[src/rtl/puf_pkg.sv]
// Shared types, constants and helpers for the arbiter-PUF readout controller.
package puf_pkg;

  // Capture controller states.
  typedef enum logic [2:0] {
    IDLE    = 3'd0,
    APPLY   = 3'd1,
    SAMPLE  = 3'd2,
    RESOLVE = 3'd3,
    SHOW    = 3'd4
  } puf_state_e;

  // Active-low pattern with every segment off.
  localparam logic [6:0] SEG_BLANK = 7'h7F;

  // Number of display pages needed to show resp_w bits on 'digits' hex digits.
  function automatic int npages(input int resp_w, input int digits);
    return (resp_w + 4 * digits - 1) / (4 * digits);
  endfunction

endpackage

[src/rtl/puf_vote_acc.sv]
// Per-bit vote accumulator: counts how many samples had each response bit set,
// and resolves the counts into a majority result, an instability mask and the
// mask population count.
module puf_vote_acc #(
  parameter  int RESP_W = 64,
  parameter  int VOTES  = 5,
  localparam int VW     = $clog2(VOTES + 1),
  localparam int UW     = $clog2(RESP_W + 1)
) (
  input  logic              clk,
  input  logic              reset,
  input  logic              clr,
  input  logic              acc,
  input  logic [RESP_W-1:0] resp,
  output logic [RESP_W-1:0] result,
  output logic [RESP_W-1:0] mask,
  output logic [UW-1:0]     popcnt
);

  // Counters never exceed VOTES because exactly VOTES accumulate pulses
  // occur between clears, so no saturation logic is needed.
  logic [VW-1:0] cnt [RESP_W];

  // Clear on a new capture, add one sample per accumulate pulse.
  always_ff @(posedge clk or negedge reset) begin
    if (!reset) begin
      for (int i = 0; i < RESP_W; i++) cnt[i] <= '0;
    end else if (clr) begin
      for (int i = 0; i < RESP_W; i++) cnt[i] <= '0;
    end else if (acc) begin
      for (int i = 0; i < RESP_W; i++) cnt[i] <= cnt[i] + VW'(resp[i]);
    end
  end

  // Majority vote, disagreement mask and its population count.
  always_comb begin
    result = '0;
    mask   = '0;
    popcnt = '0;
    for (int i = 0; i < RESP_W; i++) begin
      result[i] = (cnt[i] > VW'(VOTES / 2));
      mask[i]   = (cnt[i] != '0) && (cnt[i] != VW'(VOTES));
      popcnt    = popcnt + UW'(mask[i]);
    end
  end

endmodule

[src/rtl/sevensegdisp.sv]
// Hex nibble to active-low seven-segment decoder (segment order gfedcba).
module sevensegdisp (
  input  logic [3:0] hex,
  output logic [6:0] seg
);

  logic [6:0] lit;

  // Active-high segment table, inverted at the output for the common-anode displays.
  always_comb begin
    lit = 7'h00;
    case (hex)
      4'h0: lit = 7'h3F;
      4'h1: lit = 7'h06;
      4'h2: lit = 7'h5B;
      4'h3: lit = 7'h4F;
      4'h4: lit = 7'h66;
      4'h5: lit = 7'h6D;
      4'h6: lit = 7'h7D;
      4'h7: lit = 7'h07;
      4'h8: lit = 7'h7F;
      4'h9: lit = 7'h6F;
      4'hA: lit = 7'h77;
      4'hB: lit = 7'h7C;
      4'hC: lit = 7'h39;
      4'hD: lit = 7'h5E;
      4'hE: lit = 7'h79;
      4'hF: lit = 7'h71;
      default: lit = 7'h00;
    endcase
    seg = ~lit;
  end

endmodule

[src/rtl/puf_readout.sv]
// Capture-and-display controller for the arbiter PUF: holds a challenge, takes
// VOTES settled samples of the response, resolves them by majority and pages the
// resolved response (or the instability mask) across DIGITS hex displays.
//
// Request semantics: start and page_next are single-cycle requests with no
// ready/acknowledge. start is taken only in IDLE or SHOW (ignored otherwise,
// never queued); page_next is taken only in SHOW and loses to a same-cycle start.
module puf_readout
  import puf_pkg::*;
#(
  parameter  int CH_W   = 8,
  parameter  int RESP_W = 64,
  parameter  int DIGITS = 6,
  parameter  int VOTES  = 5,
  parameter  int SETTLE = 4,
  localparam int NPAGES = npages(RESP_W, DIGITS),
  localparam int PW     = (NPAGES > 1) ? $clog2(NPAGES) : 1,
  localparam int UW     = $clog2(RESP_W + 1)
) (
  input  logic                   clk,
  input  logic                   reset,
  input  logic                   start,
  input  logic [CH_W-1:0]        challenge_in,
  input  logic                   page_next,
  input  logic                   show_mask,
  output logic [CH_W-1:0]        puf_challenge,
  input  logic [RESP_W-1:0]      puf_response,
  output logic                   busy,
  output logic                   done,
  output logic [UW-1:0]          unstable_cnt,
  output logic [PW-1:0]          page,
  output logic [DIGITS-1:0][6:0] segment,
  output puf_state_e             fsm_state
);

  localparam int VW   = $clog2(VOTES + 1);
  localparam int SW   = (SETTLE > 1) ? $clog2(SETTLE) : 1;
  localparam int PADW = NPAGES * DIGITS * 4;

  puf_state_e        state, state_n;
  logic              accept, acc, resolve;
  logic [SW-1:0]     settle_cnt;
  logic [VW-1:0]     samp_cnt;
  logic              settle_last;
  logic [RESP_W-1:0] result_q, mask_q;
  logic              valid;
  logic [RESP_W-1:0] acc_result, acc_mask;
  logic [UW-1:0]     acc_pop;

  assign settle_last = (settle_cnt == SW'(SETTLE - 1));
  assign busy        = (state == APPLY) || (state == SAMPLE) || (state == RESOLVE);
  assign fsm_state   = state;

  // State register.
  always_ff @(posedge clk or negedge reset) begin
    if (!reset) state <= IDLE;
    else        state <= state_n;
  end

  // Next-state and per-state control strobes.
  always_comb begin
    state_n = state;
    accept  = 1'b0;
    acc     = 1'b0;
    resolve = 1'b0;
    case (state)
      IDLE: begin
        if (start) begin
          accept  = 1'b1;
          state_n = APPLY;
        end
      end
      APPLY: begin
        if (settle_last) state_n = SAMPLE;
      end
      SAMPLE: begin
        acc     = 1'b1;
        state_n = (samp_cnt == VW'(VOTES - 1)) ? RESOLVE : APPLY;
      end
      RESOLVE: begin
        resolve = 1'b1;
        state_n = SHOW;
      end
      SHOW: begin
        if (start) begin
          accept  = 1'b1;
          state_n = APPLY;
        end
      end
      default: state_n = IDLE;
    endcase
  end

  // Settle and sample counters; the settle count restarts for every sample.
  always_ff @(posedge clk or negedge reset) begin
    if (!reset) begin
      settle_cnt <= '0;
      samp_cnt   <= '0;
    end else if (accept) begin
      settle_cnt <= '0;
      samp_cnt   <= '0;
    end else begin
      if (state == APPLY) settle_cnt <= settle_last ? '0 : settle_cnt + SW'(1);
      if (acc)            samp_cnt   <= samp_cnt + VW'(1);
    end
  end

  // Challenge is latched only when a capture is accepted.
  always_ff @(posedge clk or negedge reset) begin
    if (!reset)      puf_challenge <= '0;
    else if (accept) puf_challenge <= challenge_in;
  end

  // Committed result; the previous one stays on display until RESOLVE replaces it.
  always_ff @(posedge clk or negedge reset) begin
    if (!reset) begin
      result_q     <= '0;
      mask_q       <= '0;
      unstable_cnt <= '0;
      valid        <= 1'b0;
      done         <= 1'b0;
    end else begin
      done <= resolve;
      if (resolve) begin
        result_q     <= acc_result;
        mask_q       <= acc_mask;
        unstable_cnt <= acc_pop;
        valid        <= 1'b1;
      end
    end
  end

  // Display page: cleared by every accepted start, advanced only in SHOW.
  always_ff @(posedge clk or negedge reset) begin
    if (!reset) begin
      page <= '0;
    end else if (accept) begin
      page <= '0;
    end else if ((state == SHOW) && page_next) begin
      page <= (page == PW'(NPAGES - 1)) ? '0 : page + PW'(1);
    end
  end

  puf_vote_acc #(
    .RESP_W (RESP_W),
    .VOTES  (VOTES)
  ) u_vote (
    .clk    (clk),
    .reset  (reset),
    .clr    (accept),
    .acc    (acc),
    .resp   (puf_response),
    .result (acc_result),
    .mask   (acc_mask),
    .popcnt (acc_pop)
  );

  logic [PADW-1:0]        src_pad;
  logic [DIGITS-1:0][3:0] nib;
  logic [DIGITS-1:0]      blank;

  // Pick the nibble for each digit of the current page; the source is
  // zero-padded so a partial top nibble reads its missing bits as 0.
  always_comb begin
    src_pad = show_mask ? PADW'(mask_q) : PADW'(result_q);
    nib     = '0;
    blank   = '0;
    for (int d = 0; d < DIGITS; d++) begin
      nib[d]   = src_pad[(int'(page) * DIGITS + d) * 4 +: 4];
      blank[d] = !valid || (((int'(page) * DIGITS + d) * 4) >= RESP_W);
    end
  end

  for (genvar d = 0; d < DIGITS; d++) begin : g_dig
    logic [6:0] seg_raw;
    sevensegdisp u_dec (
      .hex (nib[d]),
      .seg (seg_raw)
    );
    assign segment[d] = blank[d] ? SEG_BLANK : seg_raw;
  end

endmodule

[config.mk]
export PLATFORM = sky130hd
export DESIGN_NAME = puf_readout
export DESIGN_NICKNAME = d
export VERILOG_FILES = /design/src/rtl/puf_pkg.sv /design/src/rtl/puf_vote_acc.sv /design/src/rtl/sevensegdisp.sv /design/src/rtl/puf_readout.sv
export SDC_FILE = /design/constraint.sdc
export NUM_CORES = 1
export LEC_CHECK = 0
export CORE_MARGIN = 8
export CORE_UTILIZATION = 50
export DETAILED_ROUTE_END_ITERATION = 10
export PLACE_DENSITY = 0.72
export SKIP_CTS_REPAIR_TIMING = 1
export SLEW_MARGIN = 20
export SYNTH_ARGS = -nofsm -noshare
export SYNTH_HDL_FRONTEND = slang
export SYNTH_SLANG_ARGS = --single-unit
export TNS_END_PERCENT = 1
[constraint.sdc]
create_clock -name clk -period 6.8 [get_ports clk]
set_clock_uncertainty 0.1 [all_clocks]
set_input_delay 1.36 -clock clk [delete_from_list [all_inputs] [get_ports clk]]
set_output_delay 1.36 -clock clk [all_outputs]
set_load 0.005 [all_outputs]
Word level (Yosys, flattened, before mapping)
Memories as Yosys holds them, arrays and structs flattened.
Cells that the tools add are included.

cells by class
  bitwise gates (word level) = 6
  equality and inequality tests = 73
  magnitude comparators = 70
  multiplexer cells = 25
  $mul = 1
  shift-type cells = 6
  $add $sub $neg = 135
  reductions and logical operators = 144

operators with widths
  operator                                                            number
  adder 7 x 1 -> 7 bit                                                62
  indexed part select 72 x 32 -> 4 bit                                6
  2-to-1 mux 192 bit                                                  2
  adder 3 x 1 -> 3 bit                                                64
  greater-than comparator 3 x 2 -> 1 bit, second input constant       64
  != test 3 bit, second input constant                                64
  nonzero test 3 bit                                                  64
  greater-or-equal comparator 32 x 8 -> 1 bit, second input constant  5
  logical AND 1 bit                                                   65
  2-to-1 mux 64 bit                                                   1
  adder 30 x 3 -> 30 bit, second input constant                       2
  2-to-1 mux 7 bit                                                    6
  NOT 7 bit                                                           6
  adder 30 x 2 -> 30 bit, second input constant                       1
  adder 30 x 4 -> 30 bit, second input constant                       1
  2-to-1 mux 2 bit                                                    7
  2-to-1 mux 3 bit                                                    4
  one-hot mux 3 bit (4 select lines)                                  1
  greater-or-equal comparator 8 x 7 -> 1 bit, second input constant   1
  logical OR 1 bit                                                    8
  adder 5 x 3 -> 6 bit, second input constant                         1
  == test 3 x 2 -> 1 bit, second input constant                       2
  == test 3 bit, second input constant                                2
  nonzero test 2 bit                                                  3
  13 further kinds                                                    18

storage, ports and cells
  logic and storage cells = 540
  memories = 6
  output and inout bits = 64
  memory bits (read-only) = 672
  register bits after elaboration = 347

memory list
  memory            depth  bits a word  rd ports  clocked after memory_dff  write ports  RTL line            source
  (name not given)  16     7            1         0                         0            sevensegdisp.sv:12  case (hex)
  (name not given)  16     7            1         0                         0            sevensegdisp.sv:12
  (name not given)  16     7            1         0                         0            sevensegdisp.sv:12
  (name not given)  16     7            1         0                         0            sevensegdisp.sv:12
  (name not given)  16     7            1         0                         0            sevensegdisp.sv:12
  (name not given)  16     7            1         0                         0            sevensegdisp.sv:12

Logic depth before layout (Yosys ltp)
Gate-level depths: netlist of run 1.

  word-level depth = 65
  mapped depth = 24

Hierarchy
Synthesis of run 1 repeated with hierarchy kept, for this count alone.

second synthesis, totals
  cell total of the unflattened synthesis = 2235
  area total of the unflattened synthesis = 22208.8 um^2

modules (own cells, without submodules)
  module        cells an instance  area each (um^2)  instances
  puf_vote_acc  1175               12592.1           1
  puf_readout   874                8100.3            1
  sevensegdisp  31                 252.7             6

Least setup slack after synthesis of run 1
OpenSTA, ideal clock, no wires.

  kind = flip-flop to flip-flop
  from = reg u_vote.cnt[191] (netlist name)
  to = reg unstable_cnt[6]
  data required time = 6577 ps
  data arrival time = 6400 ps
  stages on the path, launching flop included = 22
  setup slack = 177 ps
  library setup time = 123 ps
  clock period less this slack = 6623 ps
  cell sequence = dfrtp_1 > xnor2_1 > nand2b_1 > ha_1 > inv_1 > fa_1 > fa_1 > inv_1 > fa_1 > fa_1 > fa_1 > fa_1 > fa_1 > fa_1 > fa_1 > fa_1 > a21oi_1 > o21bai_1 > a21oi_1 > nor2_1 > o21ai_0 > nand2_1

between the ends
  longest elaborated chain between the ends = 65
  elaborated cells on any way between the ends = 66
  those cells by class = add/sub (63); eq/ne (1); reduce/logical (2)

ends and longest elaborated chain
  item                                                        RTL line            source
  start: declaration                                          puf_vote_acc.sv:22  logic [VW-1:0] cnt [RESP_W];
  != test 3 bit / nonzero test 3 bit (equally long branches)  puf_vote_acc.sv:42  mask[i] = (cnt[i] != '0) && (cnt[i] != VW'(VOTES));
  logical AND 1 bit *                                         puf_vote_acc.sv:42
  net acc_mask[0]                                             puf_readout.sv:47   logic [RESP_W-1:0] acc_result, acc_mask;
  adder 1 x 1 -> 2 bit *                                      puf_vote_acc.sv:43  popcnt = popcnt + UW'(mask[i]);
  adder 7 x 1 -> 7 bit * (62 in a row)                        puf_vote_acc.sv:43
  end signal: assignment                                      puf_readout.sv:127  unstable_cnt <= acc_pop;
  end: declaration                                            puf_readout.sv:30   output logic [UW-1:0] unstable_cnt,

The timed path passes the listed nets; every way through them passes the cells marked *.
A chain may end at the register's enable or synchronous reset.

Worst setup path after layout of run 1
  from = reg u_vote.cnt[186] (netlist name)
  to = reg unstable_cnt[6]

Same word-level chain as after synthesis.

==> results of run 1 <==
## Yosys cell counts (4+ instances only)
library cell,instances,area share (%)
and2_1,11,0.33
inv_1,80,1.4
o221ai_1,7,0.29
o21ai_1,22,0.53
ha_1,189,11
xnor2_1,43,1.8
nor2_1,122,2.2
o22ai_1,6,0.18
dfrtp_1,347,41
nand3_1,6,0.14
xor2_1,91,3.8
buf_4,4,0.14
mux2_2,51,2.7
clkbuf_1,64,1.1
o211ai_1,6,0.22
a31oi_1,4,0.12
buf_1,6,0.11
buf_2,19,0.45
a221o_1,7,0.33
fa_1,54,5.2
and3_1,4,0.12
nor2b_1,4,0.12
mux2i_1,41,2.0
o21ai_0,102,2.4
nor2_2,4,0.12
mux4_2,48,5.2
nand2b_1,48,1.4
buf_6,6,0.32
nor3_1,6,0.14
mux4_1,6,0.75
nand2_1,195,3.5
a22o_1,136,5.7
a21oi_1,81,1.9
## worst max-delay path, cell delays in order, from the launching register on
cell and delay, ns:
dfrtp_1 0.39, xnor2_1 0.17, nand2b_1 0.09, ha_1 0.29, inv_1 0.05, fa_1 0.46, fa_1 0.52, inv_1 0.05
fa_1 0.46, fa_1 0.57, fa_1 0.43, fa_1 0.46, fa_1 0.53, fa_1 0.43, fa_2 0.38, fa_2 0.37
a21oi_2 0.14, o21bai_1 0.09, a21oi_1 0.15, nor2_1 0.05, o21ai_0 0.14, nand2_1 0.07
## per-stage QoR
| stage | area [um2] | setup WS (ns) | TNS (ns) | hold WS, ns |
|---|---|---|---|---|
| finish | 24200 | 0.288 | 0 | 0.386 |
| detailed placement | 22800 | -0.0473 | -0.0704 | 0.370 |
| CTS | 24200 | -0.0516 | -0.0775 | 0.387 |
| global placement | 22800 | 0.0133 | 0 | 0.357 |
| global route | 24200 | -0.0216 | -0.0426 | 0.405 |
| floorplan | 20900 | 0.177 | 0 | 0.342 |
## cell families (layout without fill, tap and decap cells)
logic type / Yosys count / count (layout) / share of synthesized area (%)
AND/OR/NAND/NOR: 411 / 411 / 8.52
AO/OA/AOI/OAI: 401 / 401 / 13.2
flip-flops: 347 / 347 / 41.5
adder cells (fa/ha/maj): 243 / 243 / 16.5
buffers and inverters: 185 / 326 / 3.85
multiplexers: 151 / 151 / 10.9
XOR/XNOR: 134 / 134 / 5.60
## layer usage
metal | vias to the layer above | global-route usage (%) | share of wire [%]
met4 | 0 | 7.45 | 3.2
met1 | 7585 | 30.6 | 43
li1 | 6811 | - | -
met2 | 360 | 37.6 | 48
met5 | - | 0 | 0
met3 | 94 | 4.14 | 5.5
## final timing paths
path                                         end  slack, ns             from
max in group asynchronous         u_vote.cnt[75]       4.33            reset
worst max-delay path             unstable_cnt[6]       0.29  u_vote.cnt[186]
worst min-delay path             unstable_cnt[0]       0.39  unstable_cnt[0]
worst max register to register   unstable_cnt[6]       0.29  u_vote.cnt[186]
worst min register to register   unstable_cnt[0]       0.39  unstable_cnt[0]
min in group asynchronous       puf_challenge[0]       0.74            reset
## cell type report
class,instances,share of cell area [%]
clock buffers,54,4.52
clock inverters,15,1.11
inverters,84,1.30
multi-input cells,1340,47.5
flip-flops and latches,347,35.9
well taps,539,2.79
repair buffers,173,6.93
## state kept, by name, summed over array words and instances (netlist names), 3 cells and up
name	cells
u_vote.cnt	192
result_q	64
unstable_cnt	7
samp_cnt	3
mask_q	64
puf_challenge	8
fsm_state	3
==> results by group, run 1 <==
CTS
  • Clk Tree Root Cell: clkbuf_16
  • TritonCTS clock tree: yes
  • Num CTS Buffers: 39
  • CTS H-tree depth: 2
  • CTS Sinks: 347
  • Worst-path clk slew: 0.06 ns
  • Clk buf depth: 3
  • Worst-Skew Late Latency: 0.57 ns

Routing
  • Final WL: 54.5 mm
  • TritonRoute pass-1 iters: 5
  • Vias: 14900
  • # DRC: 0
  • Iter 0 DRT Violations: 1104
  • Via density: 5.82
  • Post-route ant nets: 0
  • Routed len/inst: 21.4 um

Layout
  • Area of the multi-input gates: 11500 um2
  • Commonest non-fill, non-tap cell in the layout: dfrtp_1
  • Util after Layout: 58.1%
  • Area Overhead vs Synth: 15.5%
  • Final antenna diode count: 0
  • Nets: 2305
  • Register area: 8680 um2
  • Fin cells: 2552
  • Fill cells: 3442
  • Commonest cells after routing, fill and taps aside: 346 x dfrtp_1, 195 x nand2_1, 189 x ha_1
  • Layout cells sized above 1: 10.9%

Synthesis
  • Synth Register Bits: 347
  • Yosys cell types: 67
  • Seq/Total Area, Yosys: 41.5%
  • Post-synth ARST share: 100%
  • Most used DFF post-synth: dfrtp_1
  • Syn nets: 2192
  • Syn Std Cell Area: 20900 um2
  • Syn Inst Count: 1872
  • Syn Area/Cell: 11.2 um2
  • Post-synth EDFFs: 0
  • Ys Warns: 0

Worst setup path
  • WP data required: 7.13 ns
  • Worst R2R Path Depth: 21
  • Maximum fanout along the worst path: 2
  • CP Capture Type: register
  • Critical path arrival: 6.85 ns
  • Critical Setup Path Class: reg2reg
  • Startpoint types: register

Timing
  • Final min period: 6.51 ns
  • Final period util: 95.8%
  • # setup viols final: 0
  • Max-slew violations: 0
  • Final Hold Fails: 0
  • Fmax: 154 MHz
  • RSZ-0062 raised after global routing: true
  • Max transition margin: 31.3%
  • Worst-margin pin slew: 1.03 ns

Hold path
  • WHS Path Cells: 2
  • Hold Path Class: reg2reg

Floorplanning
  • Rows: 75
  • Ports: 141
  • Die height: 221 um
  • Starting density of the core: 50.3%
  • Core Region: 41700 um2
  • Die span in x: 221 um
  • Die Area: 48700 um2

Status
  • Status: finished clean

GRT
  • First-pass GRT wire length: 86.4 mm
  • Initial antenna violation count: 0
  • Congestion Overflow GR: 0
  • Vias in the first global route: 15100
  • Pin count of the biggest net entering global routing: 179
  • GRT Util Overall: 22.9%

Placement
  • # port buffers: 140
  • Placer Congestion: 0.917
  • Dpl cells: 2482
  • Post-DP HPWL: 40.1 mm

Flow run
  • Max cap viols: 0
Power of run 1 is left out: the tool's default activity adds up to more than one toggle a clock period on the data nets, which glitch-free logic cannot reach.
==> inputs of run 2 (changes only) <==
--- a/config.mk
+++ b/config.mk
@@ -8,6 +8,7 @@
 export CORE_MARGIN = 8
 export CORE_UTILIZATION = 50
 export DETAILED_ROUTE_END_ITERATION = 10
+export HOLD_SLACK_MARGIN = 0.06
 export PLACE_DENSITY = 0.72
 export SKIP_CTS_REPAIR_TIMING = 1
 export SLEW_MARGIN = 20
==> constraint.sdc (replaced) <==
create_clock -name clk -period 6.8 [get_ports clk]
set_clock_uncertainty 0.1 [all_clocks]
set_input_delay 1.36 -clock clk [delete_from_list [all_inputs] [get_ports clk]]
set_output_delay 1.36 -clock clk [all_outputs]
set_load 0.05 [all_outputs]
==> run 2 against run 1 <==
Against the previous run: non-clock buffer count did not move; worst hold slack barely moved; critical path depth did not move; critical path type unchanged; largest cell class unchanged.
==> results by group, run 2 (synthesis gave the netlist of run 1 again) <==
Status
  • Status: finished clean

Placement
  • # port buffers: 140 (unchanged)
  • Dpl ws: -0.0657 ns (-0.0185 ns)
  • Placed cell area: 22800 um2 (about the same)
  • Post-DP HPWL: 39.8 mm (-0.68%)
  • Placer Congestion: 0.925 (+0.87%)

Worst setup path
  • CP startpoint: u_vote.cnt[191]
  • R2R Setup Slk: 0.31 ns (+0.02 ns)
  • R2r endpoint: unstable_cnt[6]
  • WP data required: 7.14 ns (about the same)
  • Worst R2R Path Depth: 21 (unchanged)
  • Critical Setup Path Class: reg2reg
  • Critical path capture point: unstable_cnt[6]
  • Worst r2r src: u_vote.cnt[191]
  • Maximum fanout along the worst path: 2 (unchanged)
  • Startpoint types: register
  • CP Capture Type: register
  • Critical path arrival: 6.83 ns (-0.02 ns)

Flow run
  • Max cap viols: 0 (unchanged)

Floorplanning
  • Core Region: 41700 um2 (unchanged)
  • Die height: 221 um (unchanged)
  • Ports: 141 (unchanged)
  • Rows: 75 (unchanged)
  • Starting density of the core: 50.3% (unchanged)
  • Die span in x: 221 um (unchanged)
  • Die Area: 48700 um2 (unchanged)

Layout
  • Biggest register: u_vote.cnt
  • Area Overhead vs Synth: 14.9%
  • Max reg flops: 192 (unchanged)
  • Nets: 2304 (-0.043%)
  • Design area: 24100 um2 (-0.48%)
  • Largest registers: u_vote.cnt x192, mask_q x64, result_q x64
  • Commonest non-fill, non-tap cell in the layout: dfrtp_1
  • Layout cells sized above 1: 11.8% (+0.91 points)
  • Commonest cells after routing, fill and taps aside: 346 x dfrtp_1, 195 x nand2_1, 189 x ha_1

Timing
  • Max-slew violations: 0 (unchanged)
  • Hold Slack: 0.386 ns (-0.0000550 ns)
  • Final min period: 6.49 ns (-0.0233 ns)
  • RSZ-0062 raised after global routing: false
  • Final period util: 95.4% (-0.34 points)
  • # setup viols final: 0 (unchanged)
  • Fmax: 154 MHz (+0.36%)
  • Final Hold Fails: 0 (unchanged)
  • Max transition margin: 39.2% (+7.9 points)
  • Setup ws final: 0.311 ns (+0.0233 ns)
  • Worst-margin pin slew: 0.912 ns (-0.118 ns)

Routing
  • Final WL: 54.1 mm (-0.74%)
  • Via density: 5.80 (-0.36%)
  • Post-route ant nets: 0 (unchanged)
  • Routed len/inst: 21.2 um (-0.70%)
  • TritonRoute pass-1 iters: 5 (unchanged)
  • Vias: 14800 (-0.40%)
  • # DRC: 0 (unchanged)
  • Iter 0 DRT Violations: 1164 (+5.4%)

GRT
  • First-pass GRT wire length: 85.1 mm (-1.5%)
  • Congestion Overflow GR: 0 (unchanged)
  • Vias in the first global route: 15000 (-1.1%)
  • Pin count of the biggest net entering global routing: 151 (-16%)
  • GRT Util Overall: 22.6% (-0.32 points)
  • Initial antenna violation count: 3 (+3)

CTS
  • Worst-path clk slew: 0.06 ns (about the same)
  • Worst-Skew Late Latency: 0.57 ns (about the same)
  • Clk Tree Root Cell: clkbuf_16
  • Clk buf depth: 3 (unchanged)
  • CTS H-tree depth: 2 (unchanged)
  • Num CTS Buffers: 38 (-2.6%)
  • TritonCTS clock tree: yes
  • CTS Sinks: 347 (unchanged)

Hold path
  • Hold Path Class: reg2reg
==> run 2: cell types whose count changed in the layout (fill, tap and decap cells not counted), sizes merged, moves of 2 or more <==
cell,change
bufinv,-6
clkdlybuf4s50,-19
clkbuf,+4
buf,+19
clkinv,+2
==> run 2: layout make-up <==
cell class / count / area, um2
antenna: 1 / 2.50
clock buffer: 58 / 1160
clock inverter: 9 / 96.3
fill: 3487 / 17600
inverter: 84 / 315
multi-input combinational: 1340 / 11500
sequential: 347 / 8680
tap: 539 / 674
timing repair buffer: 173 / 1670
==> run 2: worst min-delay path by stage <==
stage | from | to | slack [ns] | depth (start not counted)
after floorplan | result_q[31] | result_q[31] | 0.34 | 2
after global placement | mask_q[55] | mask_q[55] | 0.36 | 2
after detailed placement | unstable_cnt[6] | unstable_cnt[6] | 0.37 | 2
after CTS | unstable_cnt[6] | unstable_cnt[6] | 0.39 | 2
after global routing | mask_q[53] | mask_q[53] | 0.42 | 2
final | unstable_cnt[6] | unstable_cnt[6] | 0.39 | 2
==> run 2: per-stage QoR <==
step / util (%) / std cells / TNS [ns]
final: 57.8 / 2551 / 0
after global routing: 57.8 / 2550 / 0
after CTS: 57.8 / 2550 / -0.109
after detailed placement: 54.7 / 2483 / -0.106
after global placement: 54.7 / 2483 / -0.0323
after floorplan: - / 1872 / 0
==> run 2: critical path, cell delays in order, from the launching register on <==
cell      delay (ns)
dfrtp_1         0.39
xnor2_1         0.15
nand2b_1        0.09
ha_1            0.29
inv_1           0.07
fa_1            0.43
fa_1            0.52
inv_1           0.06
fa_1            0.46
fa_1            0.51
fa_1            0.53
fa_1            0.43
fa_1            0.53
fa_1            0.43
fa_2            0.38
fa_2            0.36
a21oi_2         0.14
o21bai_1        0.08
a21oi_1         0.15
nor2_1          0.05
o21ai_0         0.16
nand2_1         0.07
==> run 2: routing by layer <==
| metal | share of wire, % | track usage [%] |
|---|---|---|
| met5 | 0.024 | 0 |
| met4 | 3.4 | 8.43 |
| met3 | 6.4 | 4.85 |
| met2 | 47 | 36.4 |
| met1 | 43 | 29.8 |
Power of run 2 is left out for the same reason.
==> inputs of run 3 (changes only) <==
--- a/config.mk
+++ b/config.mk
@@ -5,11 +5,13 @@
 export SDC_FILE = /design/constraint.sdc
 export NUM_CORES = 1
 export LEC_CHECK = 0
+export CELL_PAD_IN_SITES_DETAIL_PLACEMENT = 1
+export CELL_PAD_IN_SITES_GLOBAL_PLACEMENT = 2
 export CORE_MARGIN = 8
-export CORE_UTILIZATION = 50
+export CORE_UTILIZATION = 37
 export DETAILED_ROUTE_END_ITERATION = 10
 export HOLD_SLACK_MARGIN = 0.06
-export PLACE_DENSITY = 0.72
+export PLACE_DENSITY_LB_ADDON = 0.1
 export SKIP_CTS_REPAIR_TIMING = 1
 export SLEW_MARGIN = 20
 export SYNTH_ARGS = -nofsm -noshare
==> run 3 against run 2 <==
Against the previous run: core utilization is 14 points lower; wire length is 17% higher; sequential cell count unchanged; final area increased by 2.5%; non-clock buffer count rose by 5; cell count increased by 9.2%; via count fell by 0.16%; count of clock-buffer cells in the layout increased by 13; maximum frequency about the same; worst hold slack lost 0.0066 ns; critical endpoint unchanged; largest cell class unchanged.
==> results by group, run 3 (synthesis gave the netlist of run 1 again) <==
Layout
  • Area Overhead vs Synth: 17.8%
  • Register area: 8680 um2 (unchanged)
  • Commonest cells after routing, fill and taps aside: 346 x dfrtp_1, 195 x nand2_1, 189 x ha_1
  • Final antenna diode count: 0 (-1)
  • Commonest non-fill, non-tap cell in the layout: dfrtp_1
  • Util after Layout: 43.9% (-14 points)
  • Fill cells: 6045 (+73%)
  • Area of the multi-input gates: 11500 um2 (about the same)
  • Max reg flops: 192 (unchanged)
  • Layout cells sized above 1: 12.7% (+0.92 points)
  • Largest registers: u_vote.cnt x192, mask_q x64, result_q x64
  • Nets: 2316 (+0.52%)
  • Design area: 24700 um2 (+2.5%)
  • Biggest register: u_vote.cnt

Hold path
  • Hold Path Class: reg2reg
  • Min-delay src: unstable_cnt[1]

GRT
  • Pin count of the biggest net entering global routing: 194 (+28%)
  • GRT Util Overall: 19.9% (-2.7 points)
  • Vias in the first global route: 15900 (+6.4%)
  • Initial antenna violation count: 1 (-2)
  • First-pass GRT wire length: 99.0 mm (+16%)
  • Congestion Overflow GR: 0 (unchanged)

Routing
  • Via density: 5.30 (-8.6%)
  • # DRC: 0 (unchanged)
  • Routed len/inst: 22.7 um (+6.9%)
  • TritonRoute pass-1 iters: 4 (-1)
  • Post-route ant nets: 0 (unchanged)
  • Final WL: 63.2 mm (+17%)
  • Iter 0 DRT Violations: 693 (-40%)
  • Vias: 14800 (-0.16%)

Floorplanning
  • Starting density of the core: 37.3% (-13 points)
  • Die height: 254 um (+15%)
  • Rows: 87 (+16%)
  • Core Region: 56200 um2 (+35%)
  • Die Area: 64500 um2 (+32%)
  • Die span in x: 254 um (+15%)
  • Ports: 141 (unchanged)

Worst setup path
  • CP most frequent cell: fa_1
  • Critical path's slowest cell: fa_1
  • Crit path cell chain: xnor2_1 -> nand2b_1 -> fa_1 -> fa_1 -> inv_1 -> fa_1 -> inv_1 -> fa_1 -> fa_1 -> fa_1 -> fa_1 -> fa_1 -> fa_2 -> fa_2 -> a21oi_1 -> o21bai_1 -> a21oi_1 -> nor2_1 -> o21ai_1 -> nand2_1
  • CP max stage delay: 0.53 ns (about the same)
  • Maximum fanout along the worst path: 4 (+2)
  • CP startpoint: u_vote.cnt[15]
  • WP buf/inv: 2 (unchanged)
  • R2R Setup Slk: 0.31 ns (about the same)
  • Top delay family on crit path: adder cells
  • Startpoint types: register
  • CP Capture Type: register
  • WP data required: 7.17 ns (+0.03 ns)
  • Worst r2r src: u_vote.cnt[15]
  • Critical path arrival: 6.85 ns (+0.02 ns)
  • Critical Setup Path Class: reg2reg

CTS
  • Worst-Skew Late Latency: 0.58 ns (about the same)
  • Clk buf depth: 3 (unchanged)
  • Clk Tree Root Cell: clkbuf_16
  • CTS Sinks: 347 (unchanged)
  • TritonCTS clock tree: yes
  • CTS H-tree depth: 2 (unchanged)
  • Num CTS Buffers: 45 (+18%)
  • Worst-path clk slew: 0.06 ns (about the same)

Placement
  • Dpl ws: -0.129 ns (-0.0630 ns)
  • Placer Congestion: 0.844 (-8.8%)
  • Post-DP HPWL: 46.5 mm (+17%)
  • Placed cell area: 23200 um2 (+1.7%)
  • # port buffers: 140 (unchanged)

Timing
  • Setup TNS: 0 ns (unchanged)
  • RSZ-0062 raised after global routing: false
  • Final min period: 6.49 ns (-0.00109 ns)
  • # setup viols final: 0 (unchanged)
  • Setup ws final: 0.312 ns (+0.00109 ns)
  • Max transition margin: 30.4% (-8.8 points)
  • Fmax: 154 MHz (about the same)
  • Worst-margin pin slew: 1.04 ns (+0.132 ns)
  • Final period util: 95.4% (about the same)
  • Final Hold Fails: 0 (unchanged)
  • Max-slew violations: 0 (unchanged)

Flow run
  • Max cap viols: 0 (unchanged)

Status
  • Status: finished clean
[run 3: cell count changes in the layout (fill, tap and decap cells not counted), sizes merged]
cell and delta:
buf +13, clkbuf +13, clkdlybuf4s50 -8, clkinv +2, clkinvlp +1, diode -1, inv -2
[run 3: worst paths after layout]
| path | endpoint | cells after the start |
|---|---|---|
| min | unstable_cnt[1] | 2 |
| max in group asynchronous | mask_q[52] | 2 |
| max | unstable_cnt[6] | 20 |
| max reg2reg | unstable_cnt[6] | 20 |
| min reg2reg | unstable_cnt[1] | 2 |
| min in group asynchronous | u_vote.cnt[146] | 1 |
[run 3: layout make-up]
cell class                 instances  share of cell area [%]
timing repair buffer             178                    7.23
clock inverter                    10                   0.431
tap                              756                    3.83
sequential                       347                    35.2
multi-input combinational       1340                    46.5
clock buffer                      71                    5.53
inverter                          84                    1.28
[run 3: metal layers]
layer	up-vias	share of wire [%]	GRT usage, %
met1	7650	46	27.0
met3	79	3.8	2.90
met5	-	0	0
li1	6820	-	-
met2	218	48	32.9
met4	0	2.4	5.43
[run 3: worst register-to-register path, stage by stage, from the launching register on]
cell and delay [ns]:
dfrtp_1 0.44, xnor2_1 0.17, nand2b_1 0.14, fa_1 0.50
fa_1 0.52, inv_1 0.06, fa_1 0.53, inv_1 0.05
fa_1 0.47, fa_1 0.50, fa_1 0.51, fa_1 0.53
fa_1 0.44, fa_2 0.40, fa_2 0.35, a21oi_1 0.16
o21bai_1 0.10, a21oi_1 0.15, nor2_1 0.05, o21ai_1 0.13
nand2_1 0.06
[run 3: stage by stage]
| stage | instances | hold slack, ns |
|---|---|---|
| after floorplan | 1872 | 0.342 |
| after global placement | 2705 | 0.357 |
| after detailed placement | 2705 | 0.366 |
| after CTS | 2786 | 0.385 |
| after global routing | 2786 | 0.406 |
| final | 2786 | 0.379 |
Power of run 3 is left out for the same reason.
==> variant 1 (config.mk and constraints of run 3) <==
The parameter `CH_W` goes from 8 to 12.
--- a/src/rtl/puf_readout.sv
+++ b/src/rtl/puf_readout.sv
@@ -10,3 +10,3 @@
 #(
-  parameter  int CH_W   = 8,
+  parameter  int CH_W   = 12,
   parameter  int RESP_W = 64,
Ports: changed (resized challenge_in and puf_challenge); port bits go from 141 to 149. No check against the original RTL was run, so the function may have changed too.
==> variant 1 against run 3 <==
- synthesized cell count rose by 1.1%
- synthesized area rose by 0.69%
- design area rose by 0.66%
- worst setup slack got worse by 0.15 ns
- critical path depth did not move
- routed wire length rose by 0.41%
- critical endpoint unchanged
- sequential cell count rose by 4
Power is not shown: default switching activity piles up to over one toggle a cycle in this logic, so the estimate is an artifact.
==> variant 1: results (changes against run 3) <==
stage,metric,value,unit,change
outcome,status,finished clean,,
logic_synthesis,syn-num-nets,2217,,+1.1%
logic_synthesis,synth_fa_ha_area_share,16.3,%,-0.11 points
finish,fill_cells,6136,,+1.5%
setup_path,rrSetupSlack,0.16,ns,-0.15 ns
global_routing,met2_usage,32.7,%,-0.26 points
logic_synthesis,synth_xor_area_share,5.56,%,-0.038 points
setup_path,arrival,6.99,ns,+0.14 ns
global_routing,grt_pass1_vias,16000,,+0.25%
setup_path,cp_max_fo,3,,-1
finish,clockNetworkAreaShare,5.59,%,-0.37 points
routing,ant_nets,0,,unchanged
setup_path,worstSetupStartpoint,u_vote.cnt[23]$_DFFE_PN0P_,,
sta,relSlewSlack,32.9,%,+2.5 points
finish,clockBufferCount,62,,-13%
finish,inverters,83,,-1.2%
clock_tree,cts_buffer_depth,3,,unchanged
setup_path,crit_slowest_cell,fa_1,,
logic_synthesis,synth_common_cells,"dfrtp_1 (351), nand2_1 (207), ha_1 (189)",,
placed_design,gp_congestion,0.849,,+0.63%
logic_synthesis,synth_warnings,0,,unchanged
routing,wl_met3,2.40,mm,-0.66%
routing,wl_met1,29.0,mm,-0.12%
global_routing,antenna_found_initial,4,,+3
logic_synthesis,synthFlopType,dfrtp_1,,
sta,slew_violations,0,,unchanged
finish,nets,2347,,+1.3%
hold_path,hold_start,mask_q[31]$_DFFE_PN0P_,,
global_routing,grt_first_pass_wirelength,99.3,mm,+0.30%
finish,buffers,187,,+5.1%
clock_tree,cts_buffers,42,,-6.7%
placed_design,port_buffers,148,,+5.7%
global_routing,grt_max_degree,195,,+0.52%
logic_synthesis,synthMuxAreaShare,11.0,%,+0.014 points
global_routing,use_met1,27.2,%,+0.21 points
placed_design,dp_hpwl,47.0,mm,+1.0%
routing,first_pass_iters,5,,+1
logic_synthesis,ys_top_cells_by_area,"dfrtp_1 (42%), ha_1 (11%), a22o_1 (5.6%)",,
routing,routed_via_density,5.33,,+0.55%
finish,layout.nonclk_buf_share,7.41,%,+0.18 points
finish,layout.area.seq,8780,µm²,+1.2%
routing,drt_iter0_drc,737,,+6.3%
routing,wl,63.4,mm,+0.41%
logic_synthesis,synth_compound_area_share,13.0,%,-0.15 points
logic_synthesis,synth_seq_cells,351,,+1.2%
finish,multi_input_gates,1358,,+1.3%
logic_synthesis,ys_seq_area_share,41.6,%,+0.19 points
finish,multi_input_area_share,46.6,%,+0.063 points
finish,multi_input_area,11600,µm²,+0.80%
setup_path,cp_top_family,adder cells,,
routing,wl_met2,30.5,mm,+1.1%
global_routing,grt.total_usage,19.9,%,-0.028 points
clock_tree,clk_latency,0.57,ns,
routing,post-route-drc-count,0,,unchanged
global_routing,met3_usage,3.08,%,+0.17 points
finish,layout-drive-gt1-share,13.0,%,+0.27 points
setup_path,critPathMaxStageDelay,0.58,ns,+0.05 ns
## variant 1: worst paths after layout
path | to | depth (start not counted)
max | unstable_cnt[6]$_DFFE_PN0P_ | 20
min | mask_q[31]$_DFFE_PN0P_ | 2
max reg2reg | unstable_cnt[6]$_DFFE_PN0P_ | 20
min reg2reg | mask_q[31]$_DFFE_PN0P_ | 2
max in group asynchronous | u_vote.cnt[18]$_DFFE_PN0P_ | 2
min in group asynchronous | puf_challenge[3]$_DFFE_PN0P_ | 1
## variant 1: per-stage QoR
stage          instances  cell area, µm²  hold slack (ns)  setup WS, ns  utilization [%]
2_1_floorplan       1893           21100            0.342         0.177                -
3_3_place_gp        2734           23400            0.366        -0.102             41.5
3_5_place_dp        2734           23400            0.375        -0.200             41.5
4_1_cts             2804           24800            0.391        -0.238             44.0
5_1_grt             2805           24800            0.405       -0.0673             44.1
6_report            2805           24800            0.391         0.158             44.1
==> variant 2 (flow settings as in run 3) <==
Without the edit above. Put one more register stage on the output `fsm_state`, without a reset. The value now appears one clock later. The other outputs are not delayed to match.
--- a/src/rtl/puf_readout.sv
+++ b/src/rtl/puf_readout.sv
@@ -51,3 +51,5 @@
   assign busy        = (state == APPLY) || (state == SAMPLE) || (state == RESOLVE);
-  assign fsm_state   = state;
+  always_ff @(posedge clk) begin
+    fsm_state <= state;
+  end
 
Check against the original RTL: not settled (the Yosys comparison gave no result); the edit may change what the design does.
==> variant 2 against run 3 <==
- worst setup slack lost 0.055 ns
- synthesized area grew 1.9%
- routed wire length grew 4.9%
- sequential cell count grew 3
- critical path depth is the same
- design area grew 1.6%
- maximum frequency shrank 0.84%
- critical path type unchanged
- critical endpoint is now unstable_cnt[4]$_DFFE_PN0P_
==> variant 2: results (changes against run 3) <==
stage,metric,value,unit,change
placed_design,dp.cells,2785,,+3.0%
placed_design,dpl_cell_area,23600,µm²,+1.8%
finish,layout-drive-gt1-share,12.4,%,-0.33 points
placed_design,post-place-ws,-0.0739,ns,+0.0548 ns
routing,wire_per_inst,23.1,µm,+2.0%
placed_design,gp_congestion,0.875,,+3.7%
global_routing,use_met1,27.4,%,+0.40 points
global_routing,antenna_found_initial,0,,-1
setup_path,worstSetupStartpoint,u_vote.cnt[191]$_DFFE_PN0P_,,
outcome,status,finished clean,,
routing,wl_met1,30.7,mm,+5.6%
setup_path,crit_end,unstable_cnt[4]$_DFFE_PN0P_,,
logic_synthesis,syn-num-nets,2264,,+3.3%
sta,period_minus_slack,6.54,ns,+0.0551 ns
global_routing,grt_max_degree,159,,-18%
global_routing,met2_usage,33.5,%,+0.57 points
routing,wl,66.3,mm,+4.9%
global_routing,grt_first_pass_wirelength,104,mm,+5.1%
logic_synthesis,synth_cell_types,73,,+9.0%
routing,num_vias,15300,,+3.7%
floorplanning,die_w,256,µm,+0.90%
setup_path,cp_max_fo,2,,-2
hold_path,hold_start,result_q[52]$_DFFE_PN0P_,,
setup_path,critPathMaxStageDelay,0.55,ns,+0.02 ns
logic_synthesis,async_reset_ff_share,99.1,%,-0.86 points
placed_design,dp_hpwl,48.8,mm,+4.9%
sta,holdWs,0.385,ns,+0.00587 ns
global_routing,grt.total_usage,20.1,%,+0.20 points
global_routing,grt_pass1_vias,16500,,+3.7%
logic_synthesis,syn_avg_cell_area,11.0,µm²,-1.9%
sta,max_freq,153,MHz,-0.84%
sta,relSlewSlack,35.0,%,+4.6 points
[variant 2: cell count changes after synthesis, moves of 9 or more]
| cell | delta |
|---|---|
| nand3_1 | +10 |
| mux4_2 | -10 |
| o21ai_1 | -14 |
| nand2_1 | +29 |
| o21ai_0 | +9 |
| a21oi_1 | +9 |
[variant 2: cell families (layout without fill, tap and decap cells)]
kind of cell	after synthesis	count (layout)	share of synthesized area, %
fa+ha+maj	243	243	16.1
simple gates	467	467	9.72
xor+xnor	135	135	5.54
buf+inv	189	346	3.99
compound gates	404	404	12.9
mux	156	156	10.8
flops	350	350	41.0
[variant 2: cell type report]
class	instances	area, µm²
multi-input combinational	1405	11800
timing repair buffer	182	1830
clock buffer	65	1270
tap	765	957
sequential	350	8740
fill	6214	32300
clock inverter	15	158
inverter	84	315
